`src/rtl/control_pkg.sv`:
```
// Shared decode definitions for the main decoder: opcodes, immediate
// formats, vector-sequencer states and the bundled datapath controls.
package control_pkg;

    // Instruction opcodes; the V bit selects between the two variants.
    localparam logic [2:0] OP_R        = 3'b000;
    localparam logic [2:0] OP_STR      = 3'b001;
    localparam logic [2:0] OP_LDR      = 3'b010;
    localparam logic [2:0] OP_ILLEGAL  = 3'b011;
    localparam logic [2:0] OP_ADDI_BNQ = 3'b100;
    localparam logic [2:0] OP_SUBI_BGT = 3'b101;
    localparam logic [2:0] OP_MULI_BLT = 3'b110;
    localparam logic [2:0] OP_B_BEQ    = 3'b111;

    // Immediate formats selected by ImmSrc.
    localparam logic [1:0] IMM_I    = 2'b00;
    localparam logic [1:0] IMM_BL   = 2'b01;
    localparam logic [1:0] IMM_LANE = 2'b10;

    // Vector memory sequencer states.
    typedef enum logic [1:0] {
        IDLE = 2'b00,
        BEAT = 2'b01,
        DONE = 2'b10
    } vdec_state_t;

    // The seven datapath controls driven by the decoder.
    typedef struct packed {
        logic       branch;
        logic       mem_to_reg;
        logic       mem_w;
        logic       alu_src;
        logic       reg_w;
        logic       alu_op;
        logic [1:0] imm_src;
    } ctrl_t;

    localparam ctrl_t CTRL_NONE = '0;

    // Single-cycle decode of every non-vector-memory instruction.
    // Vector load/store and the undefined opcode return all-zero controls.
    function automatic ctrl_t scalar_decode(input logic [2:0] opcode, input logic v);
        ctrl_t c;
        c = CTRL_NONE;
        case (opcode)
            OP_R: begin
                c.reg_w  = 1'b1;
                c.alu_op = 1'b1;
            end
            OP_ADDI_BNQ, OP_SUBI_BGT, OP_MULI_BLT: begin
                c.alu_src = 1'b1;
                if (v) begin
                    c.reg_w  = 1'b1;
                    c.alu_op = 1'b1;
                end else begin
                    c.branch  = 1'b1;
                    c.imm_src = IMM_I;
                end
            end
            OP_B_BEQ: begin
                c.branch  = 1'b1;
                c.alu_src = 1'b1;
                c.imm_src = v ? IMM_BL : IMM_I;
            end
            OP_STR: begin
                if (!v) begin
                    c.mem_w   = 1'b1;
                    c.alu_src = 1'b1;
                end
            end
            OP_LDR: begin
                if (!v) begin
                    c.mem_to_reg = 1'b1;
                    c.alu_src    = 1'b1;
                    c.reg_w      = 1'b1;
                end
            end
            default: c = CTRL_NONE;
        endcase
        return c;
    endfunction

endpackage

```
`src/rtl/lane_counter.sv`:
```
// Lane index counter for vector memory beats. clr wins over en so the
// sequencer can park the index at 0 on completion or flush.
module lane_counter #(
    parameter int LANES  = 4,
    parameter int LANE_W = (LANES > 1) ? $clog2(LANES) : 1
) (
    input  logic              clk,
    input  logic              rst_n,
    input  logic              en,
    input  logic              clr,
    output logic [LANE_W-1:0] count,
    output logic              last
);

    logic [LANE_W-1:0] cnt_q;

    // Lane index register: clear has priority, then advance on enable.
    always_ff @(posedge clk or negedge rst_n) begin
        if (!rst_n) begin
            cnt_q <= '0;
        end else if (clr) begin
            cnt_q <= '0;
        end else if (en) begin
            cnt_q <= cnt_q + 1'b1;
        end
    end

    assign count = cnt_q;
    assign last  = (cnt_q == LANE_W'(LANES - 1));

endmodule

```
`src/rtl/vector_main_decoder.sv`:
```
// Main decoder: scalar instructions decode combinationally while idle;
// vector ldr/str hand off to a beat sequencer that emits one memory beat
// per lane and stalls fetch/decode until the final beat is accepted.
//
// Memory handshake: the beat presented in BEAT is accepted in any cycle
// where mem_ready=1; otherwise the same lane and write enables are held.
// flush_i in BEAT abandons the sequence and wins over mem_ready.
module vector_main_decoder
    import control_pkg::*;
#(
    parameter int LANES  = 4,
    parameter int LANE_W = (LANES > 1) ? $clog2(LANES) : 1
) (
    input  logic              clk,
    input  logic              rst_n,
    input  logic              valid_i,
    input  logic              flush_i,
    input  logic [2:0]        Opcode,
    input  logic              V,
    input  logic [2:0]        Funct,
    input  logic              mem_ready,
    output logic              Branch,
    output logic              MemtoReg,
    output logic              MemW,
    output logic              ALUSrc,
    output logic              RegW,
    output logic              ALUOp,
    output logic [1:0]        ImmSrc,
    output logic              VecOp,
    output logic [LANE_W-1:0] LaneIdx,
    output logic              stall_o,
    output logic              done_o,
    output logic              illegal_o,
    output vdec_state_t       state_o
);

    vdec_state_t       state_q;
    logic              load_q;
    logic              is_vec_mem;
    logic              start;
    logic              in_beat;
    logic              lane_en;
    logic              lane_clr;
    logic              lane_last;
    logic [LANE_W-1:0] lane_cnt;
    ctrl_t             ctrl;
    logic              vec_op;
    logic              stall;
    logic              done;
    logic              illegal;

    // Funct belongs to the ALU decoder; it has no effect on main decode.
    logic unused_funct;
    assign unused_funct = ^Funct;

    assign is_vec_mem = V && ((Opcode == OP_STR) || (Opcode == OP_LDR));
    assign start      = (state_q == IDLE) && valid_i && !flush_i && is_vec_mem;
    assign in_beat    = (state_q == BEAT);
    assign lane_en    = in_beat && mem_ready;
    assign lane_clr   = in_beat && (flush_i || (mem_ready && lane_last));

    lane_counter #(
        .LANES  (LANES),
        .LANE_W (LANE_W)
    ) u_lane_counter (
        .clk   (clk),
        .rst_n (rst_n),
        .en    (lane_en),
        .clr   (lane_clr),
        .count (lane_cnt),
        .last  (lane_last)
    );

    // Beat sequencer: latch load/store on detect, walk the lanes, pulse DONE.
    always_ff @(posedge clk or negedge rst_n) begin
        if (!rst_n) begin
            state_q <= IDLE;
            load_q  <= 1'b0;
        end else begin
            case (state_q)
                IDLE: begin
                    if (start) begin
                        state_q <= BEAT;
                        load_q  <= (Opcode == OP_LDR);
                    end
                end
                BEAT: begin
                    if (flush_i) begin
                        state_q <= IDLE;
                    end else if (mem_ready && lane_last) begin
                        state_q <= DONE;
                    end
                end
                DONE:    state_q <= IDLE;
                default: state_q <= IDLE;
            endcase
        end
    end

    // Output decode; everything is forced low while reset is asserted.
    always_comb begin
        ctrl    = CTRL_NONE;
        vec_op  = 1'b0;
        stall   = 1'b0;
        done    = 1'b0;
        illegal = 1'b0;
        if (rst_n) begin
            case (state_q)
                IDLE: begin
                    if (valid_i && !flush_i) begin
                        if (is_vec_mem) begin
                            stall = 1'b1;
                        end else begin
                            ctrl    = scalar_decode(Opcode, V);
                            illegal = (Opcode == OP_ILLEGAL);
                        end
                    end
                end
                BEAT: begin
                    vec_op       = 1'b1;
                    stall        = 1'b1;
                    ctrl.alu_src = 1'b1;
                    ctrl.imm_src = IMM_LANE;
                    if (load_q) begin
                        ctrl.mem_to_reg = 1'b1;
                        ctrl.reg_w      = 1'b1;
                    end else begin
                        ctrl.mem_w = 1'b1;
                    end
                end
                DONE: begin
                    done = 1'b1;
                end
                default: begin
                    ctrl = CTRL_NONE;
                end
            endcase
        end
    end

    assign Branch    = ctrl.branch;
    assign MemtoReg  = ctrl.mem_to_reg;
    assign MemW      = ctrl.mem_w;
    assign ALUSrc    = ctrl.alu_src;
    assign RegW      = ctrl.reg_w;
    assign ALUOp     = ctrl.alu_op;
    assign ImmSrc    = ctrl.imm_src;
    assign VecOp     = vec_op;
    assign LaneIdx   = lane_cnt;
    assign stall_o   = stall;
    assign done_o    = done;
    assign illegal_o = illegal;
    assign state_o   = state_q;

endmodule

```
`config.mk`:
```
export PLATFORM = sky130hd
export DESIGN_NAME = vector_main_decoder
export DESIGN_NICKNAME = d
export VERILOG_FILES = /design/src/rtl/control_pkg.sv /design/src/rtl/lane_counter.sv /design/src/rtl/vector_main_decoder.sv
export SDC_FILE = /design/constraint.sdc
export NUM_CORES = 1
export LEC_CHECK = 0
export BUFFER_PORTS_ARGS = -buffer_cell sky130_fd_sc_hd__buf_2
export CAP_MARGIN = 10
export CORE_AREA = 3 3 40 42
export DETAILED_ROUTE_END_ITERATION = 10
export DIE_AREA = 0 0 43 45
export PLACE_DENSITY = 0.66
export SYNTH_ARGS = -nofsm -noshare
export SYNTH_HDL_FRONTEND = slang
export SYNTH_SLANG_ARGS = --single-unit
```
`constraint.sdc`:
```
create_clock -name clk -period 3.25 [get_ports clk]
set_input_delay 0.8125 -clock clk [delete_from_list [all_inputs] [get_ports clk]]
set_output_delay 0.8125 -clock clk [all_outputs]
set_load 0.02 [all_outputs]
```
==> results of run 1 <==
[path summary, 6_finish.rpt]
path                                           end                     from  cells after the start
max                                         Branch                  flush_i                      5
min                        u_lane_counter.count[1]                    rst_n                      1
max reg2reg                                 load_q               state_o[1]                      4
min reg2reg                u_lane_counter.count[0]  u_lane_counter.count[0]                      1
max in group asynchronous               state_o[0]                    rst_n                      1
min in group clk           u_lane_counter.count[0]  u_lane_counter.count[0]                      1
[cell families (layout without fill, tap and decap cells)]
logic type      count (synthesis)  after routing  share of synthesized area, %
compound gates                 17             17                         23.78
xor+xnor                        1              1                         2.006
fa+ha+maj                       1              1                         2.865
buf+inv                         4             31                         3.437
flops                           5              5                         28.65
mux                             1              1                         3.437
simple gates                   30             30                         35.82
[final cells by class]
cell class | count | area share [%]
multi-input combinational | 50 | 49.58
inverter | 3 | 1.883
sequential | 5 | 20.92
timing repair buffer | 24 | 20.08
clock buffer | 4 | 4.393
tap | 15 | 3.138
[through the flow]
step           std cells  instance area, sq um  hold WS, ns  power (W)
6_report             101                 598.1       0.4000  0.0002159
5_1_grt              101                 598.1       0.3983  0.0002305
4_1_cts              101                 598.1       0.3950  0.0002207
3_5_place_dp          97                 571.8       0.5005  0.0001470
3_3_place_gp          97                 571.8       0.5029  0.0001456
2_1_floorplan         59                 436.7       0.5046  0.0001206
[metal layers]
metal	vias up	share of wire, %	GRT usage, %
met1	245	47	15.57
met3	2	8.1	1.195
met2	19	43	20.96
met5	-	0	0
li1	272	-	-
met4	0	1.5	9.036
[synth_stat cells (2+ instances only)]
| cell | n |
|---|---|
| dfrtp_1 | 5 |
| o21ai_0 | 5 |
| a21oi_1 | 6 |
| nand2_1 | 8 |
| o41ai_1 | 2 |
| nand2b_1 | 2 |
| inv_1 | 3 |
| nor2_1 | 10 |
| nor3b_1 | 2 |
[state kept, by name, summed over array words and instances, names as in the netlist]
register	flops
u_lane_counter.count	2
load_q	1
state_o	2
[power by group]
group	internal [W]	switching [W]	total [W]	leakage [nW]
clock	0.0000463	0.0000237	0.0000700	0.0150
combinational	0.0000267	0.0000420	0.0000687	0.233
sequential	0.0000703	0.00000686	0.0000772	0.0681
==> metrics.txt, run 1 <==
crit-path max cell delay 0.51 ns; sequential area share after synthesis 28.65%; post-place setup slack between 0.3 and 0.4 ns; FILL cells 140; DRC viols 0; Die W 43 um; Setup TNS 0 ns; vias per cell 5.327; critical path cell sequence buf_2, nor4b_1, nand2_1, a211oi_1, buf_2; Pwr Density 361.0 nW/um^2; cell family with most CP delay simple AND/OR/NAND/NOR gates; largest net degree at the start of global routing 9; most frequent CP cell buf_2; Area Growth Syn to Fin 36.96%; first-pass GRT wire length 1869 um; H-tree depth 1; share of layout cells above drive strength 1 37.21%; buffer and inverter count on the worst path 2; Core Region 1285 sq um; number of global-route vias before repair approximately 470; Final #Nets 100; Avg Synthesized Cell Area 7.401 sq um; endpoints failing setup 0; max-cap violation count 0; final worst path period need about 2.9 ns; row cnt 13; Mapped Cells 59; Reg area 125.1 sq um; RSZ-0062 raised after global routing no; CTS Buf Count 3; top post-synthesis cells by area dfrtp_1, nor2_1, a21oi_1; synth unique cells 25; initial core utilization 33.98%; Worst Tran Pin Value 0.5331 ns; Total GRT Usage 12.70%; I/O pins 28; CP Class in2out; worst reg-to-reg setup slack 1.65 ns; post-layout worst setup margin 0.3624 ns; status finished, final reports clean; clock latency on the worst-skew pair 0.24 ns; synthesis-stage register bit count 5; CTS tree yes; mapped cell area 436.7 sq um; Final period util 88.85%; ys async rst share 100.0%; worst vdd ir 0.0002315 V; post-detail-place hpwl approximately 920 um; gpl congestion 0.8556; post-route ant nets 0; Worst setup EP type primary output; Post-Syn Nets slightly above 70; most frequent cells in the layout buf_2, nor2_1, nand2_1; Total Routed Length 1155 um; DIE AREA 1935 sq um; Final Max Slew Viols 0; Worst-path clk slew 0.04 ns; clk_skew 0.001476 ns; post-CTS setup repair buffer count 0; CP Data Arrival Time about 2.1 ns; Hold Fails Final Rpt 0; Finished Core Util 46.54%; Max stage delay cell, worst path nor4b_1; Yosys warnings 0; DR WL/cell 11.44 um; die height around 45 um; clk root buf clkbuf_4; hold_buf cts 0; Port Buf Inserts 24; Clock Path Buffers 2; Critical Path Source Type primary input; DR iter-0 viols 8; Synth area leader dfrtp_1; Synth Flop Type dfrtp_1; grt total ovfl 0; Lkg Pwr about 0.32 nW; area occupied by multi-input gates between 200 and 300 sq um; commonest non-fill, non-tap cell in the layout buf_2; initial antenna violation count 0; Yosys top cell area share ~29%; Slew HR 63.96%; quantity of gates resized following cts 0; Hold Crit Class in2async; Via Count 538; WP data required 2.44 ns; Sink Count 5; peak fanout along the critical path 7; drt pass-1 iters 4; Fmax 346.3 MHz; Post-synth EDFFs 0; antenna cell count 0
(Power assumes the default switching activity.)
==> run 2, diff against run 1 <==
--- a/config.mk
+++ b/config.mk
@@ -11,6 +11,7 @@
 export DETAILED_ROUTE_END_ITERATION = 10
 export DIE_AREA = 0 0 43 45
 export PLACE_DENSITY = 0.66
+export REMOVE_ABC_BUFFERS = 1
 export SYNTH_ARGS = -nofsm -noshare
 export SYNTH_HDL_FRONTEND = slang
 export SYNTH_SLANG_ARGS = --single-unit
==> metrics.txt, run 2 (synthesis gave the netlist of run 1 again) <==
Final Max Slew Viols 0 (unchanged); Port Buf Inserts 24 (unchanged); drt pass-1 iters 4 (unchanged); hold_buf cts 0 (unchanged); Final period util 89.93% (+1.1 points); RSZ-0062 raised after global routing no; grt total ovfl 0 (unchanged); vias per cell 5.010 (-5.9%); initial antenna violation count 0 (unchanged); M1 WL 463 um (-16%); initial core utilization 33.98% (unchanged); Lkg Pwr 0.3166 nW (unchanged); H-tree depth 1 (unchanged); placed instance area 571.8 sq um (unchanged); CP Class in2out; worst vdd ir 0.0001994 V (-14%); Critical Path Source Type primary input; Pwr Density 358.9 nW/um^2 (-0.60%); gpl congestion 0.7085 (-17%); CTS Buf Count 3 (unchanged); CP Data Arrival Time 2.11 ns (+0.03 ns); max-cap violation count 0 (unchanged); combinational share of power 32.1% (+0.3 points); Clock power frac 32.0% (-0.4 points); DR WL met2 550 um (+11%); Slew HR 62.90% (-1.1 points); antenna cell count 0 (unchanged); Die W 43 um (unchanged); Sink Count 5 (unchanged); clk_skew 0.00004408 ns (-0.001432 ns); max layer used met3; r2r startpoint state_o[1]; met3 wire length 67 um (-29%); Placed Cells 97 (unchanged); Pint 0.0001433 W (about the same); Hold Crit Class in2async; Worst setup EP type primary output; Clock Path Buffers 2 (unchanged); most frequent cells in the layout buf_2, nor2_1, nand2_1; Via Count 506 (-5.9%); DIE AREA 1935 sq um (unchanged); Final #Nets 100 (unchanged); R2R cell count 4 (unchanged); DR iter-0 viols 10 (+2); clk root buf clkbuf_4; CTS tree yes; Worst-path clk slew 0.04 ns (about the same); Finished Core Util 46.54% (unchanged); DR WL/cell 10.69 um (-6.5%); Layout Cells excl Fill 101 (unchanged); post-detail-place hpwl 891.7 um (-3.1%); row cnt 13 (unchanged); largest net degree at the start of global routing 9 (unchanged); commonest non-fill, non-tap cell in the layout buf_2; DRC viols 0 (unchanged); Worst Tran Pin Value 0.5487 ns (+0.01564 ns); RR Endpoint load_q; worst reg-to-reg setup slack 1.64 ns (about the same); Flop pwr share 36.0% (+0.2 points); Area Growth Syn to Fin 36.96% (unchanged); quantity of gates resized following cts 0 (unchanged); endpoints failing setup 0 (unchanged); Core Region 1285 sq um (unchanged); I/O pins 28 (unchanged); Setup TNS 0 ns (unchanged); clock latency on the worst-skew pair 0.23 ns (about the same); Total Routed Length 1080 um (-6.5%); final instance area 598.1 sq um (unchanged); first-pass GRT wire length 1759 um (-5.9%); Total GRT Usage 11.88% (-0.82 points); peak fanout along the critical path 7 (unchanged); switching share of power 33.22% (-0.41 points); Fin Hold WS 0.4002 ns (+0.0002750 ns); switching pwr 0.00007131 W (-1.8%); final worst path period need 2.923 ns (+0.03529 ns); WP data required 2.44 ns (about the same); Fmax 342.1 MHz (-1.2%); number of global-route vias before repair 432 (-8.7%); post-route ant nets 0 (unchanged); status finished, final reports clean; die height 45 um (unchanged); post-CTS setup repair buffer count 0 (unchanged); Hold Fails Final Rpt 0 (unchanged); share of layout cells above drive strength 1 37.21% (unchanged)
[run 2: critical path, cell delays in order]
cell and delay, ns:
buf_2 0.14, nor4b_1 0.53, nand2_1 0.20, a211oi_1 0.23, buf_2 0.20
[run 2: worst max path at each step]
stage                     cells past startpoint  startpoint  slack [ns]   endpoint
final                                         5     flush_i        0.33     Branch
after global routing                          5     flush_i        0.14     Branch
after CTS                                     5     flush_i        0.32     Branch
after detailed placement                      5     flush_i        0.33     Branch
after global placement                        5     flush_i        0.32     Branch
after floorplan                               2     flush_i        0.34  ImmSrc[0]
[run 2: cell type report]
type,count,area (sq um)
fill,132,686.9
sequential,5,125.1
multi-input combinational,50,296.5
timing repair buffer,24,120.1
inverter,3,11.26
tap,15,18.77
clock buffer,4,26.28
[run 2: per-layer routing]
| metal | GRT usage, % | vias up |
|---|---|---|
| met5 | 0 | - |
| met4 | 7.229 | 0 |
| met3 | 1.594 | 0 |
| met2 | 19.16 | 12 |
| met1 | 15.16 | 225 |
| li1 | - | 269 |
[run 2: per-stage QoR]
| stage | worst slack [ns] | total power [W] |
|---|---|---|
| 2_1_floorplan | 0.3445 | 0.0001203 |
| 3_3_place_gp | 0.3245 | 0.0001459 |
| 3_5_place_dp | 0.3307 | 0.0001467 |
| 4_1_cts | 0.3170 | 0.0002191 |
| 5_1_grt | 0.1420 | 0.0002328 |
| 6_report | 0.3272 | 0.0002146 |
[run 2: power by group through the flow]
stage | sequential [W] | combinational (W) | clock [W]
5_1_grt | 0.0000782 | 0.0000772 | 0.0000774
2_1_floorplan | 0.0000851 | 0.0000352 | 0
6_report | 0.0000772 | 0.0000688 | 0.0000686
4_1_cts | 0.0000771 | 0.0000696 | 0.0000724
3_5_place_dp | 0.0000778 | 0.0000688 | 0
3_3_place_gp | 0.0000777 | 0.0000682 | 0
